$ cat config.mk
export PLATFORM = sky130hd
export DESIGN_NAME = mem_arbiter
export DESIGN_NICKNAME = d
export VERILOG_FILES = /design/src/rtl/mem_arb_pkg.sv /design/src/rtl/rr_pick2.sv /design/src/rtl/mem_arbiter.sv
export SDC_FILE = /design/constraint.sdc
export NUM_CORES = 1
export LEC_CHECK = 0
export CAP_MARGIN = 20
export CORE_ASPECT_RATIO = 0.5
export CORE_UTILIZATION = 42
export CTS_BUF_LIST = sky130_fd_sc_hd__clkbuf_4
export CTS_CLUSTER_DIAMETER = 150
export CTS_CLUSTER_SIZE = 14
export DETAILED_ROUTE_END_ITERATION = 7
export PLACE_DENSITY = 0.94
export REMOVE_ABC_BUFFERS = 1
export SLEW_MARGIN = 40
export SYNTH_ARGS = -nofsm -noshare
export SYNTH_HDL_FRONTEND = slang
export SYNTH_SLANG_ARGS = --single-unit
$ cat constraint.sdc
create_clock -name clk -period 2.35 [get_ports clk]
set_input_delay 0.47 -clock clk [delete_from_list [all_inputs] [get_ports clk]]
set_output_delay 0.47 -clock clk [all_outputs]
set_load 0.02 [all_outputs]
$ cat src/rtl/mem_arb_pkg.sv
// mem_arb_pkg: shared types and constants for the memory arbiter.
// Imported by the arbiter top and its pick helper.
package mem_arb_pkg;

  typedef enum logic [1:0] {
    IDLE  = 2'd0,
    SERVE = 2'd1,
    RESP  = 2'd2
  } state_t;

  localparam logic PORT_IF   = 1'b0;
  localparam logic PORT_DATA = 1'b1;

  localparam int DEF_DEPTH = 64;

endpackage

$ cat src/rtl/rr_pick2.sv
// rr_pick2: combinational two-way round-robin pick.
// On a tie the port that was not served last wins.
module rr_pick2
  import mem_arb_pkg::*;
(
  input  logic i_req0,
  input  logic i_req1,
  input  logic i_last,
  output logic o_valid,
  output logic o_winner
);

  assign o_valid  = i_req0 | i_req1;
  assign o_winner = (i_req0 & i_req1) ? ~i_last
                  : (i_req1 ? PORT_DATA : PORT_IF);

endmodule

$ cat src/rtl/mem_arbiter.sv
// mem_arbiter: two-port shared-memory arbiter, one transaction per 3 cycles.
// IDLE accepts a request, SERVE strobes memory, RESP returns done/rdata/err.
module mem_arbiter
  import mem_arb_pkg::*;
#(
  parameter int DEPTH = DEF_DEPTH,
  parameter int AW    = 32
) (
  input  logic          clk,
  input  logic          rst,
  input  logic          p0_req,
  input  logic          p0_we,
  input  logic [AW-1:0] p0_addr,
  input  logic [31:0]   p0_wdata,
  input  logic          p1_req,
  input  logic          p1_we,
  input  logic [AW-1:0] p1_addr,
  input  logic [31:0]   p1_wdata,
  output logic          p0_gnt,
  output logic          p0_done,
  output logic [31:0]   p0_rdata,
  output logic          p0_err,
  output logic          p1_gnt,
  output logic          p1_done,
  output logic [31:0]   p1_rdata,
  output logic          p1_err,
  output logic [AW-1:0] mem_addr,
  output logic [31:0]   mem_wdata,
  output logic          mem_write,
  output logic          mem_read,
  input  logic [31:0]   mem_rdata
);

  localparam logic [AW-1:0] LIM = AW'(DEPTH);

  state_t        r_state;
  logic          r_last;
  logic          r_port;
  logic          r_we;
  logic          r_ok;
  logic [AW-1:0] r_addr;
  logic [31:0]   r_wdata;
  logic          r_gnt0;
  logic          r_gnt1;
  logic          r_wr;
  logic          r_rd;
  logic          r_done0;
  logic          r_done1;
  logic          r_err0;
  logic          r_err1;
  logic [31:0]   r_rdata0;
  logic [31:0]   r_rdata1;

  logic          w_valid;
  logic          w_win;
  logic          w_we;
  logic          w_ok;
  logic [AW-1:0] w_addr;
  logic [31:0]   w_wdata;
  logic [31:0]   w_cap;

  rr_pick2 u_pick (
    .i_req0   (p0_req),
    .i_req1   (p1_req),
    .i_last   (r_last),
    .o_valid  (w_valid),
    .o_winner (w_win)
  );

  assign w_we    = w_win ? p1_we    : p0_we;
  assign w_addr  = w_win ? p1_addr  : p0_addr;
  assign w_wdata = w_win ? p1_wdata : p0_wdata;
  assign w_ok    = w_addr < LIM;
  // r_rd already means "legal read", so it gates the capture
  assign w_cap   = r_rd ? mem_rdata : '0;

  always_ff @(posedge clk or negedge rst) begin
    if (!rst) begin
      r_state  <= IDLE;
      r_last   <= PORT_DATA;
      r_port   <= PORT_IF;
      r_we     <= 1'b0;
      r_ok     <= 1'b0;
      r_addr   <= '0;
      r_wdata  <= '0;
      r_gnt0   <= 1'b0;
      r_gnt1   <= 1'b0;
      r_wr     <= 1'b0;
      r_rd     <= 1'b0;
      r_done0  <= 1'b0;
      r_done1  <= 1'b0;
      r_err0   <= 1'b0;
      r_err1   <= 1'b0;
      r_rdata0 <= '0;
      r_rdata1 <= '0;
    end else begin
      unique case (r_state)
        IDLE: begin
          if (w_valid) begin
            r_port  <= w_win;
            r_last  <= w_win;
            r_we    <= w_we;
            r_ok    <= w_ok;
            r_addr  <= w_addr;
            r_wdata <= w_wdata;
            r_gnt0  <= ~w_win;
            r_gnt1  <= w_win;
            r_wr    <= w_we & w_ok;
            r_rd    <= ~w_we & w_ok;
            r_state <= SERVE;
          end
        end
        SERVE: begin
          r_gnt0   <= 1'b0;
          r_gnt1   <= 1'b0;
          r_wr     <= 1'b0;
          r_rd     <= 1'b0;
          r_done0  <= ~r_port;
          r_done1  <= r_port;
          r_err0   <= ~r_port & ~r_ok;
          r_err1   <= r_port & ~r_ok;
          r_rdata0 <= r_port ? '0 : w_cap;
          r_rdata1 <= r_port ? w_cap : '0;
          r_state  <= RESP;
        end
        RESP: begin
          r_done0  <= 1'b0;
          r_done1  <= 1'b0;
          r_err0   <= 1'b0;
          r_err1   <= 1'b0;
          r_rdata0 <= '0;
          r_rdata1 <= '0;
          r_state  <= IDLE;
        end
        default: r_state <= IDLE;
      endcase
    end
  end

  assign p0_gnt    = r_gnt0;
  assign p1_gnt    = r_gnt1;
  assign p0_done   = r_done0;
  assign p1_done   = r_done1;
  assign p0_err    = r_err0;
  assign p1_err    = r_err1;
  assign p0_rdata  = r_rdata0;
  assign p1_rdata  = r_rdata1;
  assign mem_addr  = r_addr;
  assign mem_wdata = r_wdata;
  assign mem_write = r_wr;
  assign mem_read  = r_rd;

endmodule

==> metrics.yaml <==
htree_levels: 4
yosys_warnings: 0
r2r_cells: 5
status: "finished, final reports clean"
dr_total_vias: 5537
syn-cell-area_mm2: 0.006136
die_height_um: 87.47
drv_slew: 0
fmax_ghz: 0.4862
wl_per_cell_um: 16.80
cts_root_buf: "clkbuf_4"
layout-drive-gt1-share_pct: 6.703
setup_viol: 0
netlist.area_leader.share_pct: 57.10
ys_ff_latch: 141
dr.pass1.iters: 5
finalWirelength_mm: 18.51
grt_pass1_vias: 5786
layout_commonest_cell: "clkdlybuf4s50_1"
core_area_mm2: 0.01389
cp_cell_sequence: "clkdlybuf4s50_1"
worst_slew_pin_slew_ps: 607.8
syn_to_final_growth_pct: 58.63
synthCells: 599
fin_skew_ps: 25.42
r2r-start: "r_state[0]$_DFFE_PN0P_"
final_cell_mix: "clkdlybuf4s50_1, dfrtp_1, nand2_1"
ys_top_cells_by_area: "dfrtp_1, mux2i_1, o22ai_1"
io_buffers: 301
final.period_utilization_pct: 87.52
ys.flop_type: "dfrtp_1"
grt_first_pass_wirelength_mm: 29.92
crit_path_max_fanout: 3
cts_resized: 0
final_antenna_net_count: 0
fin_nets: 1066
startpoint_type: "register"
crit_path_top_delay_cell: "clkdlybuf4s50_1"
peakVddDrop_mv: 0.4825
crit_type: "reg2out"
die_area_mm2: 0.01513
gp_congestion: 0.9029
critPathRequiredTime_ps: 1880
clk_path_buf_depth: 2
rsz0062_at_grt: "no"
clkSinkCount: 141
cp_top_family: "buffers and inverters"
crit_start: "p0_gnt$_DFFE_PN0P_"
drt_iter0_markers: 329
clk_pin_slew_ps: 160
finalHoldViolCount: 0
max_cap_viol_count: 0
cts_tree: "done"
drc: 0
timing.slew.headroom_pct: 59.48
final.setup.tns_ps: 0
grt_max_degree: 63
cp_data_arrival_time_ps: 1590
period_needed_ps: 2057
power_density_mw_per_mm2: 995.0
clock_latency_ps: 530
start_util_pct: 44.18
antenna_found_initial: 0
cp-end-kind: "output pin"
hold_class: "in2async"
num_rows: 30
reg2reg_slack_ps: 500
cellLeakagePower_uw: 0.004040
cpPeakStageDelay_ps: 660
synth_edf_count: 0
synthDistinctLibCells: 31
synthArstFlopShare_pct: 100.0
grt_usage_pct: 25.39
hpwl_mm: 13.97
die-width_um: 172.9
synth_area_leader_cell: "dfrtp_1"
numCtsBuffers: 17
grt.overflow.total: 0
via_per_inst: 5.025
fin_area_mm2: 0.009733
io_pins: 302
place_area_mm2: 0.009405
antenna_cells: 0
yosysSeqAreaShare_pct: 57.52
avgSynthCellArea_um2: 10.24
worst-path-buf-inv: 1
r2r-end: "p0_rdata[12]$_DFFE_PN0P_"
report_power, final:
part           internal [uW]  switching (uW)
Combinational           1980            2610
Sequential              3060             353
Clock                    611            1080
Total                   5650            4040
kinds of logic after synthesis:
| family | Yosys count | share of synthesized area [%] |
|---|---|---|
| compound gates | 148 | 14.34 |
| simple gates | 127 | 8.585 |
| mux | 67 | 10.95 |
| fa+ha+maj | 3 | 0.6118 |
| buf+inv | 113 | 7.993 |
| flops | 141 | 57.52 |
routing by layer:
metal,global-route usage (%),wire length [um]
met5,0,0
met4,9.735,436
met3,4.843,921
met2,46.85,9630
met1,29.87,7523
Yosys cell counts, types with 3 or more instances:
| master | count |
|---|---|
| buf_4 | 4 |
| buf_6 | 3 |
| nand4_1 | 3 |
| nand2_1 | 103 |
| o21ai_0 | 38 |
| mux2i_1 | 66 |
| clkbuf_1 | 20 |
| buf_2 | 14 |
| o31ai_2 | 3 |
| nor4_1 | 12 |
| dfrtp_1 | 140 |
| ha_1 | 3 |
| o22ai_1 | 67 |
| a22o_1 | 3 |
| nor2_1 | 5 |
| o21ai_1 | 30 |
| inv_1 | 71 |
what timing repair did:
item / 4_1_cts / 5_1_grt
buffers inserted: 0 / 0
endpoints found under the setup margin: 0 / 0
endpoints found under the hold margin: 59 / 0
hold buffers: 1 / 0
cell type report:
class / instances / area (um2)
inverter: 71 / 266.5
tap: 192 / 240.2
clock inverter: 15 / 190.2
clock buffer: 17 / 127.6
fill: 999 / 4155
multi-input combinational: 345 / 2137
sequential: 141 / 3530
timing repair buffer: 321 / 3242
worst max path at each step:
stage	to	cells after the start
floorplan	mem_addr[0]$_DFFE_PN0P_	2
global placement	mem_write$_DFFE_PN0P_	5
detailed placement	mem_write$_DFFE_PN0P_	6
CTS	mem_read	1
global route	p0_gnt	1
finish	p0_gnt	1
stage by stage:
step	hold slack [ps]	total power, uW	cells	util, %	setup WS, ps
2_1_floorplan	174.4	5717	557	-	-2792
3_3_place_gp	462.9	7901	1069	67.72	124.7
3_5_place_dp	469.9	8061	1069	67.72	98.16
4_1_cts	445.8	9758	1102	70.08	250.6
5_1_grt	451.3	10250	1102	70.08	201.7
6_report	462.1	9685	1102	70.08	293.3
state kept, by name, indices dropped and copies added (netlist names):
register   count
p0_err         1
r_state        2
p0_done        1
r_last         1
mem_addr      32
r_port         1
p0_gnt         1
p1_done        1
r_ok           1
mem_write      1
p1_gnt         1
p0_rdata      32
p1_err         1
mem_read       1
mem_wdata     32
p1_rdata      32
No activity file was read; power rests on OpenSTA's default activity.
